--- src/rtl/gpio_pkg.sv ---
// gpio_pkg: shared constants and arming FSM encoding for the GPIO register block
package gpio_pkg;
   localparam logic [31:0] GPIO_ADDR  = 32'h0000ABCD;
   localparam int          CMD_BIT    = 31;
   localparam int          TOGGLE_BIT = 30;
   localparam int          FLAG_LSB   = 24;
   localparam int          IN_LSB     = 16;
   localparam int          OUT_LSB    = 0;
   typedef enum logic {DISARMED = 1'b0, ARMED = 1'b1} arm_state_t;
endpackage

--- src/rtl/gpio_sync.sv ---
// gpio_sync: STAGES-deep multi-bit input synchronizer, async reset to 0
module gpio_sync
   import gpio_pkg::*;
#(
   parameter int W      = 8,
   parameter int STAGES = 2
) (
   input  logic         clk,
   input  logic         reset,
   input  logic [W-1:0] d,
   output logic [W-1:0] q
);
   logic [STAGES-1:0][W-1:0] chain;
   // shift the raw pins through the flop chain, oldest sample on top
   always_ff @(posedge clk or posedge reset)
      if (reset) chain <= '0;
      else       chain <= {chain[STAGES-2:0], d};
   assign q = chain[STAGES-1];
endmodule

--- src/rtl/gpio_port.sv ---
// gpio_port: memory-mapped GPIO block (output latch, synced edge flags, irq); macro GPIO_TOGGLE_EN adds XOR-toggle writes
module gpio_port
   import gpio_pkg::*;
#(
   parameter int OUT_W       = 16,
   parameter int IN_W        = 8,
   parameter int SYNC_STAGES = 2
) (
   input  logic             clk,
   input  logic             reset,
   input  logic             GPIO_W,
   input  logic [31:0]      WriteData,
   input  logic [IN_W-1:0]  GPIO_in,
   output logic [OUT_W-1:0] GPIO_out,
   output logic [31:0]      GPIO_rdata,
   output logic             GPIO_irq
);
   localparam int CW = $clog2(SYNC_STAGES + 1);
   logic [OUT_W-1:0] out_reg, out_nxt;
   logic [IN_W-1:0]  in_sync, prev, flags, rise, clr;
   logic [CW-1:0]    arm_cnt;
   arm_state_t       state;
   logic             toggle;
   logic             unused_wd;
   gpio_sync #(.W(IN_W), .STAGES(SYNC_STAGES)) u_sync (
      .clk   (clk),
      .reset (reset),
      .d     (GPIO_in),
      .q     (in_sync)
   );
`ifdef GPIO_TOGGLE_EN
   assign toggle = WriteData[TOGGLE_BIT];
`else
   assign toggle = 1'b0;
`endif
   assign unused_wd = ^WriteData;
   // edge detect is gated until the synchronizer has flushed its reset contents
   always_comb begin
      rise    = (state == ARMED) ? in_sync & ~prev : '0;
      clr     = (GPIO_W && WriteData[CMD_BIT]) ? WriteData[IN_W-1:0] : '0;
      out_nxt = toggle ? out_reg ^ WriteData[OUT_W-1:0] : WriteData[OUT_W-1:0];
   end
   // output latch, previous-sample register and sticky flags (a new rise beats a clear)
   always_ff @(posedge clk or posedge reset)
      if (reset) begin
         out_reg <= '0;
         prev    <= '0;
         flags   <= '0;
      end else begin
         if (GPIO_W && !WriteData[CMD_BIT]) out_reg <= out_nxt;
         prev  <= in_sync;
         flags <= (flags & ~clr) | rise;
      end
   // arming FSM: count SYNC_STAGES cycles after reset release, then stay armed
   always_ff @(posedge clk or posedge reset)
      if (reset) begin
         state   <= DISARMED;
         arm_cnt <= '0;
      end else if (state == DISARMED) begin
         if (arm_cnt == CW'(SYNC_STAGES)) state <= ARMED;
         else arm_cnt <= arm_cnt + 1'b1;
      end
   assign GPIO_out   = out_reg;
   assign GPIO_irq   = |flags;
   assign GPIO_rdata = (32'(flags) << (OUT_W + IN_W)) | (32'(in_sync) << OUT_W) | 32'(out_reg);
endmodule

--- config.mk ---
export PLATFORM = sky130hd
export DESIGN_NAME = gpio_port
export DESIGN_NICKNAME = d
export VERILOG_FILES = /design/src/rtl/gpio_pkg.sv /design/src/rtl/gpio_sync.sv /design/src/rtl/gpio_port.sv
export SDC_FILE = /design/constraint.sdc
export NUM_CORES = 1
export LEC_CHECK = 0
export BUFFER_PORTS_ARGS = -buffer_cell sky130_fd_sc_hd__buf_2
export CAP_MARGIN = 20
export CORE_MARGIN = 2
export CORE_UTILIZATION = 49
export DETAILED_ROUTE_END_ITERATION = 7
export GPL_TIMING_DRIVEN = 0
export PLACE_DENSITY = 0.89
export SLEW_MARGIN = 15
export SYNTH_ARGS = -nofsm -noshare
export SYNTH_HDL_FRONTEND = slang
export SYNTH_SLANG_ARGS = --single-unit
--- constraint.sdc ---
create_clock -name clk -period 3.92 [get_ports clk]
set_input_delay 0.784 -clock clk [delete_from_list [all_inputs] [get_ports clk]]
set_output_delay 0.784 -clock clk [all_outputs]
set_load 0.01 [all_outputs]
# Yosys cells after proc, flatten, opt, wreduce, memory -nomap -nowiden
# Cells that the tools add are included.
# W data, S select, Z words.
# word_totals
output_inout_bits	49
ff_bits	51
inputBits	43
elab_cells	27
# classes
reduce_logical	5
muxes	4
bitwise_logic	9
n_addsub	1
n_eq_ne	1
# op_table
operator	count
$or A32 B16 Y32	1
$or A32 B24 Y32	1
$and A8 B8 Y8	2
$mux W8	2
$not A8 Y8	2
$or A8 B8 Y8	1
$reduce_or A8 Y1	1
$add A2 B1 Y2 const B	1
$eq A2 B2 Y1 const B	1
$logic_and A1 B1 Y1	2
$mux W1	2
$not A1 Y1	2
$reduce_and A2 Y1	1
$logic_not A1 Y1	1

# Logic depth before layout (Yosys ltp)
# Gate-level depths: netlist of run 1.
# depth
ltp_word	5
mapped_depth	5
ltp_nobuf	4

# Cells and area by module
# A second synthesis of run 1 with hierarchy kept.
# hier_totals
cells_unflattened	132
hier_area_um2	1959.4
# modules_own_cells
mod	n_inst	area_per_inst_um2	seq_area_each_um2	cells_each
gpio_port	1	1495.2	875.8	107
gpio_sync	1	464.2	400.4	25

# Worst setup path before layout of run 1
# No wires, ideal clock.
# synth_path
path_type	in2reg
startpoint	input port WriteData[31]
endpoint	register out_reg[0] (netlist: GPIO_out[0])
slack_ns	2.226
t_required_ns	3.795
t_arrival_ns	1.569
n_path_buf	3
setup_time_ns	0.125
cell_stages	5
path_cell_list	clkbuf_8 -> nor2b_4 -> buf_6 -> buf_12 -> mux2_4
# synth_between
elab_chain_len	2
# synth_rtl
element	line_no	text
start, declared	gpio_port.sv:12	input logic [31:0] WriteData,
$logic_not A1 Y1	gpio_port.sv:50	if (GPIO_W && !WriteData[CMD_BIT]) out_reg <= out_nxt;
$logic_and A1 B1 Y1	gpio_port.sv:50	
end signal, assigned	gpio_port.sv:50	
end, declared	gpio_port.sv:19	logic [OUT_W-1:0] out_reg, out_nxt;
# No other way between the ends.
# A chain may end at the register's enable or synchronous reset.

# Worst setup path after layout of run 1
# layout_path
startpoint	register flags[2]
endpoint	output port GPIO_irq
# layout_between
elab_chain_len	1
# layout_rtl
element	line_no	text
start, declared	gpio_port.sv:20	logic [IN_W-1:0] in_sync, prev, flags, rise, clr;
start signal, assigned	gpio_port.sv:52	flags <= (flags & ~clr) | rise;
$reduce_or A8 Y1	gpio_port.sv:64	assign GPIO_irq = |flags;
end, declared	gpio_port.sv:16	output logic GPIO_irq
# No other way between the ends.

==> results of run 1 <==
==> cells in the mapped netlist, drive strengths merged <==
cell      n  area share, %
a32o      7            3.6
buf      27             11
clkbuf    2           0.89
dfrtp    51             65
ha        1           0.64
inv       9            1.7
mux2     16             11
nand2     2           0.38
nand3     8            2.0
nor2b     1           0.70
nor4      2           0.64
o21ai     2           0.51
o2bb2ai   1           0.45
or2       1           0.32
xnor2     1           0.45
==> per-layer routing <==
layer  up-vias  track usage [%]  wire, um
met5         -                0         0
met4         0             3.83        36
met3         5             6.17       283
met2        49             29.5      1690
met1       578             19.4      1350
li1        578                -         -
==> metrics by stage <==
| stage | power (mW) | instances |
|---|---|---|
| floorplan | 0.746 | 131 |
| global placement | 0.828 | 253 |
| detailed placement | 0.840 | 254 |
| CTS | 1.22 | 262 |
| global route | 1.26 | 262 |
| finish | 1.20 | 262 |
==> kinds of logic after synthesis <==
group / share of synthesized area, %
AOI/OAI and AO/OA: 4.54
adders and majority gates: 0.639
buffers and inverters: 14.0
DFF: 65.2
and+or+nand+nor: 4.09
muxes: 11.1
xor gates and xnor gates: 0.447
==> report_power, final <==
| part | switching [mW] | internal, mW | leakage, nW |
|---|---|---|---|
| Sequential | 0.0325 | 0.572 | 0.583 |
| Clock | 0.165 | 0.210 | 0.0618 |
| Combinational | 0.0925 | 0.128 | 0.632 |
==> layout by cell type, fill, tap and decap left out <==
| cell type | netlist | final |
|---|---|---|
| buf_2 | 0 | 74 |
| dfrtp_1 | 51 | 51 |
| buf_4 | 24 | 24 |
| mux2_4 | 10 | 10 |
| nand3_1 | 8 | 8 |
| inv_1 | 9 | 8 |
| clkbuf_8 | 1 | 7 |
| a32o_1 | 7 | 7 |
| mux2_2 | 6 | 6 |
| buf_6 | 2 | 2 |
| buf_12 | 1 | 2 |
| nand2_1 | 2 | 2 |
| nor4_1 | 2 | 2 |
| o21ai_0 | 2 | 2 |
| nor2b_4 | 1 | 1 |
| clkbuf_1 | 1 | 1 |
| o2bb2ai_1 | 1 | 1 |
| or2_2 | 1 | 1 |
| inv_2 | 0 | 1 |
| xnor2_1 | 1 | 1 |
| ha_1 | 1 | 1 |
| bufinv_16 | 0 | 1 |
| inv_6 | 0 | 1 |
==> worst paths after layout <==
check | startpoint | end | slack, ns | depth (start not counted)
min | u_sync.chain[6] | u_sync.q[6] | 0.35 | 0
max reg2reg | state | arm_cnt[0] | 2.70 | 3
min reg2reg | u_sync.chain[6] | u_sync.q[6] | 0.35 | 0
max | flags[2] | GPIO_irq | 1.84 | 3
min in group asynchronous | reset | u_sync.chain[0] | 0.52 | 2
max in group asynchronous | reset | prev[4] | 2.89 | 3
==> final cells by class <==
class	count	area, um2
plain buffers	29	240
inverters	9	33.8
well taps	48	60.1
fillers	280	1210
flip-flops and latches	51	1280
repair buffers	75	390
clock inverters	2	38.8
multi-input cells	42	408
clock buffers	6	82.6
==> registers in the layout, summed over array words and instances (netlist names) <==
register      cells
u_sync.q          8
prev              8
flags             8
GPIO_out         16
state             1
arm_cnt           2
u_sync.chain      8
==> critical path, delay by kind of cell (launching register included) <==
kind | cells | cell delay [ns]
flops | 1 | 0.41
buf+inv | 1 | 0.15
simple gates | 2 | 0.44
==> flow_summary.rst, run 1 <==
.. list-table::
   :header-rows: 1

   * - Metric
     - Value
   * - Status
     - completed
   * - Post-CTS Hold Buffers
     - 0
   * - Worst path slowest cell
     - dfrtp_1
   * - Count of clock tree sinks
     - 51
   * - Total power density per cell area
     - between 400 and 500 nW/um2
   * - Final wirelength
     - 3360 um
   * - Sum of overflow across all layers after global routing
     - 0
   * - Total Negative Setup Slacks
     - 0 ns
   * - Portion of the clock cycle consumed by the worst path in the final layout
     - between 50 and 60%
   * - Relative max-transition margin
     - ~64%
   * - Initial core utilization
     - 52.3%
   * - CTS clock-pin slew for the worst setup and hold paths
     - 0.09 ns
   * - F_max
     - 481 MHz
   * - Post-detailed-route count of antenna-violating nets
     - 0
   * - Net Count, Synth
     - 175
   * - Maximum net fanout on the critical path
     - 3
   * - Full die area
     - 4520 um2
   * - Via count
     - 1210
   * - Synthesized instance count
     - roughly 130
   * - # port buffers
     - 74
   * - Clock insertion delay at the later pin of the skew report
     - approximately 0.30 ns
   * - Total iterations of the first detailed-routing run
     - 4
   * - Finished Core Util
     - 67.6%
   * - Syn_area_per_cell
     - roughly 15 um2
   * - Number of buffers inserted by post-CTS setup repair
     - 0
   * - Number of buffers created by CTS
     - 5
   * - Detailed-route vias per instance
     - 4.62
   * - Layout cells sized above 1
     - between 60 and 70%
   * - Vias in the first global route
     - 1228
   * - Violation count after the first detailed-routing iteration
     - 27
   * - Pins Over Slew Limit
     - 0
   * - RSZ-0062 raised after global routing
     - no
   * - Number of buffers between clock root and the deepest sink
     - 2
   * - Cell variety after synth
     - 19
   * - Worst setup skew after layout
     - 0.00743 ns
   * - Core footprint
     - 3740 um2
   * - Warnings, synthesis
     - 0
   * - Layout Cell Area excl Fill
     - 2530 um2
   * - HP Class
     - register to register
   * - Standard-cell row count
     - 22
   * - Slew @ Worst Pin
     - approximately 0.53 ns
   * - Residual DRC count
     - 0
   * - Critical path arrival
     - 1.29 ns
   * - TritonCTS clock tree
     - built
   * - Final Wtd Congestion
     - 0.710
   * - Detail Placement HPWL
     - 2610 um
   * - First-pass GRT wire length
     - 5430 um
   * - Clock Tree Root
     - clkbuf_8
   * - Worst VDD drop
     - 0.312 mV
   * - Area overhead of the layout relative to synthesis
     - 29.2%
   * - CP Cell Sequence
     - nor4_1 > nand2_1 > buf_2
   * - Number of violations of the max-capacitance limit
     - 0
   * - Largest net degree at the start of global routing
     - 28
   * - Worst path required time
     - roughly 3.1 ns
   * - Vertical die dimension
     - 67.2 um
   * - Die width
     - slightly below 70 um
   * - Hold Worst Slack
     - 0.352 ns
   * - Static leakage power
     - 1.28 nW
   * - GRT Util Overall
     - roughly 17%
   * - Maximum level of the CTS H-tree
     - 2
   * - Crit path capture type
     - primary output
   * - Number of nets in the final layout
     - 257
   * - Stage delay of the slowest cell on the critical path
     - 0.41 ns
   * - Initial antenna violation count
     - 0
   * - Final setup fails
     - 0
   * - Syn Std Cell Area
     - between 1500 and 2000 um2
   * - Final worst path period need
     - 2.08 ns
   * - Endpoints failing hold
     - 0
   * - Post-placement cell area
     - 2410 um2
   * - Ports
     - 92
   * - Startpoint types
     - register
   * - Post-cts repair resize count
     - 0
   * - Worst setup timing slack at the placement stage
     - 2.13 ns
   * - Share of the yosys chip area belonging to registers
     - 65.2%
   * - # diodes
     - 0
   * - Routed length per placed instance
     - 12.8 um
   * - Critical Setup Path Class
     - register to primary output
   * - Min setup slack post-route
     - 1.84 ns
   * - Number of storage elements in the synthesis netlist
     - 51
No activity file was read; power rests on OpenSTA's default activity.
==> run 2, diff against run 1 <==
CORE_UTILIZATION = 41   (was 49)
PLACE_DENSITY = 0.8   (was 0.89)
clock period = 1.9 ns   (was 3.92 ns; I/O delays follow)
==> run 2 against run 1 <==
  * Sequential share of layout area rose by 0.15 points
  * Final area decreased by 0.30%
  * Global-route usage decreased by 2.9 points
  * Combinational power up 110%
  * Non-clock buffer count is the same
  * Count of clock-buffer cells in the layout fell by 1
  * Final cell count grew 1.9%
  * Via count decreased by 1.2%
  * Clock power increased by 91%
  * Register-to-register slack worse by 2.0 ns
  * Critical endpoint unchanged
  * Highest routed layer unchanged
==> flow_summary.rst, run 2 (same netlist as run 1, synthesis figures left out) <==
.. list-table::
   :header-rows: 1

   * - Metric
     - Value
   * - Number of buffers inserted by post-CTS setup repair
     - 0 (unchanged)
   * - Top library cells by usage in the layout, fill and taps aside
     - buf_2, dfrtp_1, buf_4
   * - Worst setup skew after layout
     - 0.00471 ns (-0.00272 ns)
   * - Post-cts repair resize count
     - 0 (unchanged)
   * - Post-detailed-route count of antenna-violating nets
     - 0 (unchanged)
   * - Final worst path period need
     - 1.70 ns
   * - Full die area
     - 5350 um2 (+18%)
   * - Final Wtd Congestion
     - 0.684 (-3.7%)
   * - Critical path arrival
     - 1.32 ns (+0.03 ns)
   * - Standard-cell row count
     - 25 (+14%)
   * - Status
     - completed
   * - Total iterations of the first detailed-routing run
     - 4 (unchanged)
   * - Count of clock tree sinks
     - 51 (unchanged)
   * - Die width
     - 73.1 um (+8.8%)
   * - CTS clock-pin slew for the worst setup and hold paths
     - 0.09 ns (about the same)
   * - F_max
     - between 500 and 600 MHz
   * - Residual DRC count
     - 0 (unchanged)
   * - HP Class
     - input pin to async pin
   * - Sum of overflow across all layers after global routing
     - 0 (unchanged)
   * - R2R Path Start
     - state
   * - RSZ-0062 raised after global routing
     - no
   * - Pins Over Slew Limit
     - 0 (unchanged)
   * - Post-CTS Hold Buffers
     - 0 (unchanged)
   * - Clock insertion delay at the later pin of the skew report
     - 0.29 ns (about the same)
   * - Slew @ Worst Pin
     - 0.427 ns (-0.106 ns)
   * - GRT Util Overall
     - 13.8% (-2.9 points)
   * - Initial antenna violation count
     - 0 (unchanged)
   * - # port buffers
     - 74 (unchanged)
   * - Number of flip-flops in the largest register
     - 16 (unchanged)
   * - Finished Core Util
     - 54.1% (-13 points)
   * - Portion of the clock cycle consumed by the worst path in the final layout
     - around 90%
   * - Crit path capture type
     - primary output
   * - Final Total Pwr
     - 2.42 mW (+100%)
   * - Worst VDD drop
     - 0.605 mV (+94%)
   * - Number of buffers created by CTS
     - 5 (unchanged)
   * - Area overhead of the layout relative to synthesis
     - 28.8%
   * - Launch point of the critical path
     - flags[2]
   * - Relative max-transition margin
     - 71.5% (+7.1 points)
   * - Worst path required time
     - 1.52 ns (-1.62 ns)
   * - Startpoint types
     - register
   * - Layout cells sized above 1
     - 60.6% (-0.18 points)
   * - Routed length per placed instance
     - 13.0 um (+1.3%)
   * - Violation count after the first detailed-routing iteration
     - 33 (+22%)
   * - Detail Placement HPWL
     - 2700 um (+3.3%)
   * - Final setup fails
     - 0 (unchanged)
   * - Number of violations of the max-capacitance limit
     - 0 (unchanged)
   * - First-pass GRT wire length
     - 5530 um (+1.9%)
   * - TritonCTS clock tree
     - built
   * - Final wirelength
     - 3460 um (+3.2%)
   * - FF-to-FF setup slack
     - 0.70 ns (-2.00 ns)
   * - Initial core utilization
     - 42.0% (-10 points)
   * - Detailed-route vias per instance
     - 4.48 (-3.0%)
   * - Worst Setup EP
     - GPIO_irq
   * - Reg2reg end
     - arm_cnt[0]
   * - Maximum net fanout on the critical path
     - 3 (unchanged)
   * - Number of nets in the final layout
     - 257 (unchanged)
   * - Number of buffers between clock root and the deepest sink
     - 2 (unchanged)
   * - Clock Tree Root
     - clkbuf_8
   * - Critical Setup Path Class
     - register to primary output
   * - Total power density per cell area
     - 959 nW/um2 (+100%)
   * - Worst reg-to-reg path cell count
     - 3 (unchanged)
   * - Endpoints failing hold
     - 0 (unchanged)
   * - Leading cell type in the layout, fill and taps excluded
     - buf_2
   * - Core footprint
     - 4660 um2 (+24%)
   * - Maximum level of the CTS H-tree
     - 2 (unchanged)
   * - Vias in the first global route
     - 1147 (-6.6%)
   * - # diodes
     - 0 (unchanged)
   * - Vertical die dimension
     - 73.1 um (+8.8%)
   * - Static leakage power
     - 1.26 nW (-0.91%)
   * - Ports
     - 92 (unchanged)
   * - Via count
     - 1196 (-1.2%)
   * - Largest net degree at the start of global routing
     - 34 (+21%)
run 2: cell types whose count changed in the layout (fill, tap and decap cells not counted), sizes merged:
cell / before / now
inv: 10 / 9
clkbuf: 8 / 7
clkinvlp: 0 / 1
run 2: worst min-delay path by stage:
stage                   to  cells past startpoint
5_1_grt        GPIO_out[8]                      2
3_5_place_dp   u_sync.q[2]                      0
4_1_cts        GPIO_out[8]                      2
3_3_place_gp   u_sync.q[2]                      0
2_1_floorplan  u_sync.q[0]                      0
6_report       GPIO_out[8]                      2
run 2: critical path, cell delays in order, from the launching register on:
cell,delay [ns]
dfrtp_1,0.41
nor4_1,0.35
nand2_1,0.12
buf_2,0.16
run 2: cell type report:
type                       count  area [um2]
inverter                       9        33.8
sequential                    51        1280
clock inverter                 2        37.5
buffer                        29         240
timing repair buffer          75         390
tap                           54        67.6
multi-input combinational     42         408
fill                         394        2140
clock buffer                   5        68.8
run 2: report_power, final:
part,leakage [nW],internal (mW),switching (mW)
Combinational,0.632,0.264,0.190
Clock,0.0502,0.385,0.332
Sequential,0.583,1.18,0.0678
Total,1.26,1.83,0.590
run 2: per-layer routing:
metal	track usage (%)	up-vias	wire [um]
met3	3.18	5	269
met2	22.1	62	1610
li1	-	575	-
met1	18.3	554	1560
met5	0	-	0
met4	4.94	0	29
run 2: through the flow:
stage               hold WS, ns  worst slack, ns  setup TNS (ns)  instance area, um2  cells
finish                   0.0689            0.197               0                2520    267
global route             0.0898            0.122               0                2520    267
CTS                      0.0706            0.145               0                2520    267
detailed placement        0.336            0.479               0                2420    260
global placement          0.331           -0.281          -14.19                2400    259
floorplan                 0.331            0.290               0                1960    131
==> run 3, diff against run 2 <==
PLACE_DENSITY = 0.75   (was 0.8)
REMOVE_ABC_BUFFERS = 1   (was unset)
==> run 3 against run 2 <==
  * Via count down 6.9%
  * Count of clock-buffer cells in the layout up 1
  * Clock skew down 0.0028 ns
  * Critical path type unchanged
  * Critical endpoint unchanged
==> flow_summary.rst, run 3 (same netlist as run 1, synthesis figures left out) <==
.. list-table::
   :header-rows: 1

   * - Metric
     - Value
   * - Status
     - completed
   * - Clock insertion delay at the later pin of the skew report
     - 0.29 ns (about the same)
   * - Via count
     - 1113 (-6.9%)
   * - Vias in the first global route
     - 1063 (-7.3%)
   * - Number of buffers created by CTS
     - 5 (unchanged)
   * - Final Wtd Congestion
     - 0.679 (-0.75%)
   * - Fill cell instance count of the final layout
     - 413 (+4.8%)
   * - Number of nets in the final layout
     - 230 (-11%)
   * - # port buffers
     - 76 (+2.7%)
   * - Residual DRC count
     - 0 (unchanged)
   * - Crit path capture type
     - primary output
   * - Post-CTS Hold Buffers
     - 0 (unchanged)
   * - Layout Cell Area excl Fill
     - 2270 um2 (-9.8%)
   * - Worst path required time
     - 1.52 ns (about the same)
   * - Layout cells sized above 1
     - 55.1% (-5.5 points)
   * - Critical path arrival
     - 1.30 ns (-0.02 ns)
   * - Final setup fails
     - 0 (unchanged)
   * - F_max
     - 594 MHz (+1.2%)
   * - Detailed-route vias per instance
     - 4.62 (+3.1%)
   * - Final wirelength
     - 3270 um (-5.7%)
   * - Worst reg-to-reg path cell count
     - 4 (+1)
   * - HP Class
     - input pin to async pin
   * - Area overhead of the layout relative to synthesis
     - 16.2%
   * - Stage delay of the slowest cell on the critical path
     - 0.41 ns (about the same)
   * - Initial core utilization
     - 42.0% (unchanged)
   * - Maximum level of the CTS H-tree
     - 2 (unchanged)
   * - Number of buffers inserted by post-CTS setup repair
     - 0 (unchanged)
   * - Standard-cell row count
     - 25 (unchanged)
   * - Maximum net fanout on the critical path
     - 3 (unchanged)
   * - Portion of the clock cycle consumed by the worst path in the final layout
     - 88.6% (-1.1 points)
   * - Leading cell type in the layout, fill and taps excluded
     - buf_2
   * - Post-placement cell area
     - 2190 um2 (-9.5%)
   * - Number of violations of the max-capacitance limit
     - 0 (unchanged)
   * - Die width
     - 73.1 um (unchanged)
   * - Worst setup timing slack at the placement stage
     - 0.257 ns (-0.222 ns)
   * - Worst VDD drop
     - 0.393 mV (-35%)
   * - Total power density per cell area
     - 972 nW/um2 (+1.3%)
   * - Vertical die dimension
     - 73.1 um (unchanged)
   * - Slew @ Worst Pin
     - 0.557 ns (+0.130 ns)
   * - R2R Path Start
     - arm_cnt[0]
   * - Worst setup skew after layout
     - 0.00193 ns (-0.00279 ns)
   * - Post-cts repair resize count
     - 0 (unchanged)
   * - Largest net degree at the start of global routing
     - 29 (-15%)
   * - Endpoints failing hold
     - 0 (unchanged)
   * - CTS clock-pin slew for the worst setup and hold paths
     - 0.09 ns (about the same)
   * - Total Negative Setup Slacks
     - 0 ns (unchanged)
   * - # diodes
     - 0 (unchanged)
   * - Violation count after the first detailed-routing iteration
     - 21 (-36%)
   * - Initial antenna violation count
     - 0 (unchanged)
   * - Post-detailed-route count of antenna-violating nets
     - 0 (unchanged)
   * - Clock Tree Root
     - clkbuf_8
   * - Buf+Inv Stages, Crit Path
     - 1 (unchanged)
   * - Critical Setup Path Class
     - register to primary output
   * - First-pass GRT wire length
     - 5080 um (-8.2%)
   * - Sum of overflow across all layers after global routing
     - 0 (unchanged)
   * - Startpoint types
     - register
   * - Top library cells by usage in the layout, fill and taps aside
     - buf_2, dfrtp_1, mux2_4
   * - Number of flip-flops in the largest register
     - 16 (unchanged)
   * - FF-to-FF setup slack
     - 0.75 ns (+0.05 ns)
   * - Final worst path period need
     - 1.68 ns (-0.0200 ns)
   * - Routed length per placed instance
     - 13.6 um (+4.5%)
   * - Ports
     - 92 (unchanged)
   * - Pins Over Slew Limit
     - 0 (unchanged)
   * - Total iterations of the first detailed-routing run
     - 4 (unchanged)
   * - Count of clock tree sinks
     - 51 (unchanged)
   * - Core footprint
     - 4660 um2 (unchanged)
   * - GRT Util Overall
     - 12.7% (-1.1 points)
   * - Min setup slack post-route
     - 0.217 ns (+0.0200 ns)
   * - Total area of sequential cells
     - 1280 um2 (unchanged)
   * - Final Instance Count excl. Fillers
     - 241 (-9.7%)
   * - Worst path slowest cell
     - dfrtp_1
   * - Full die area
     - 5350 um2 (unchanged)
   * - Post-Place Cells
     - 233 (-10%)
   * - Area of the multi-input gates
     - 408 um2 (unchanged)
   * - TritonCTS clock tree
     - built
   * - Number of buffers between clock root and the deepest sink
     - 2 (unchanged)
   * - Static leakage power
     - 1.12 nW (-12%)
   * - RSZ-0062 raised after global routing
     - no
   * - Detail Placement HPWL
     - 2510 um (-6.7%)
   * - Kind of cell adding the most delay to the critical path
     - simple AND/OR/NAND/NOR gates
   * - Hold Worst Slack
     - 0.111 ns (+0.0420 ns)
   * - Reg2reg end
     - arm_cnt[0]
   * - CP Cell Sequence
     - nor4_1 > nand2_1 > buf_2
   * - Relative max-transition margin
     - 62.8% (-8.7 points)
==> run 3: cell type report <==
class | instances | share of cell area [%]
multi-input combinational | 42 | 17.9
timing repair buffer | 77 | 17.6
inverter | 9 | 1.49
clock inverter | 2 | 0.715
sequential | 51 | 56.1
tap | 54 | 2.97
clock buffer | 6 | 3.19
==> run 3: per-stage QoR <==
stage                     total power, mW  utilization, %
after floorplan                      1.44               -
after CTS                            2.25            48.8
after detailed placement             1.64            46.9
after global placement               1.62            46.5
final                                2.21            48.8
after global routing                 2.35            48.8
==> run 3: worst max-delay path by stage <==
stage / start / to / slack [ns] / depth (start not counted)
global placement: reset / GPIO_out[8] / -0.34 / 2
global route: flags[2] / GPIO_irq / 0.06 / 3
detailed placement: GPIO_W / GPIO_out[2] / 0.26 / 3
finish: flags[2] / GPIO_irq / 0.22 / 3
floorplan: reset / GPIO_out[0] / 0.29 / 1
CTS: flags[2] / GPIO_irq / 0.17 / 3
==> run 3: report_power, final <==
group	switching, mW	internal (mW)	total, mW
Combinational	0.175	0.187	0.362
Sequential	0.0634	1.18	1.24
Clock	0.339	0.265	0.604
Total	0.578	1.63	2.21
==> run 3: metal layers <==
metal,GRT usage (%),share of wire [%]
met3,4.97,10
met4,4.32,0.58
met2,20.3,47
met5,0,0
met1,15.6,42
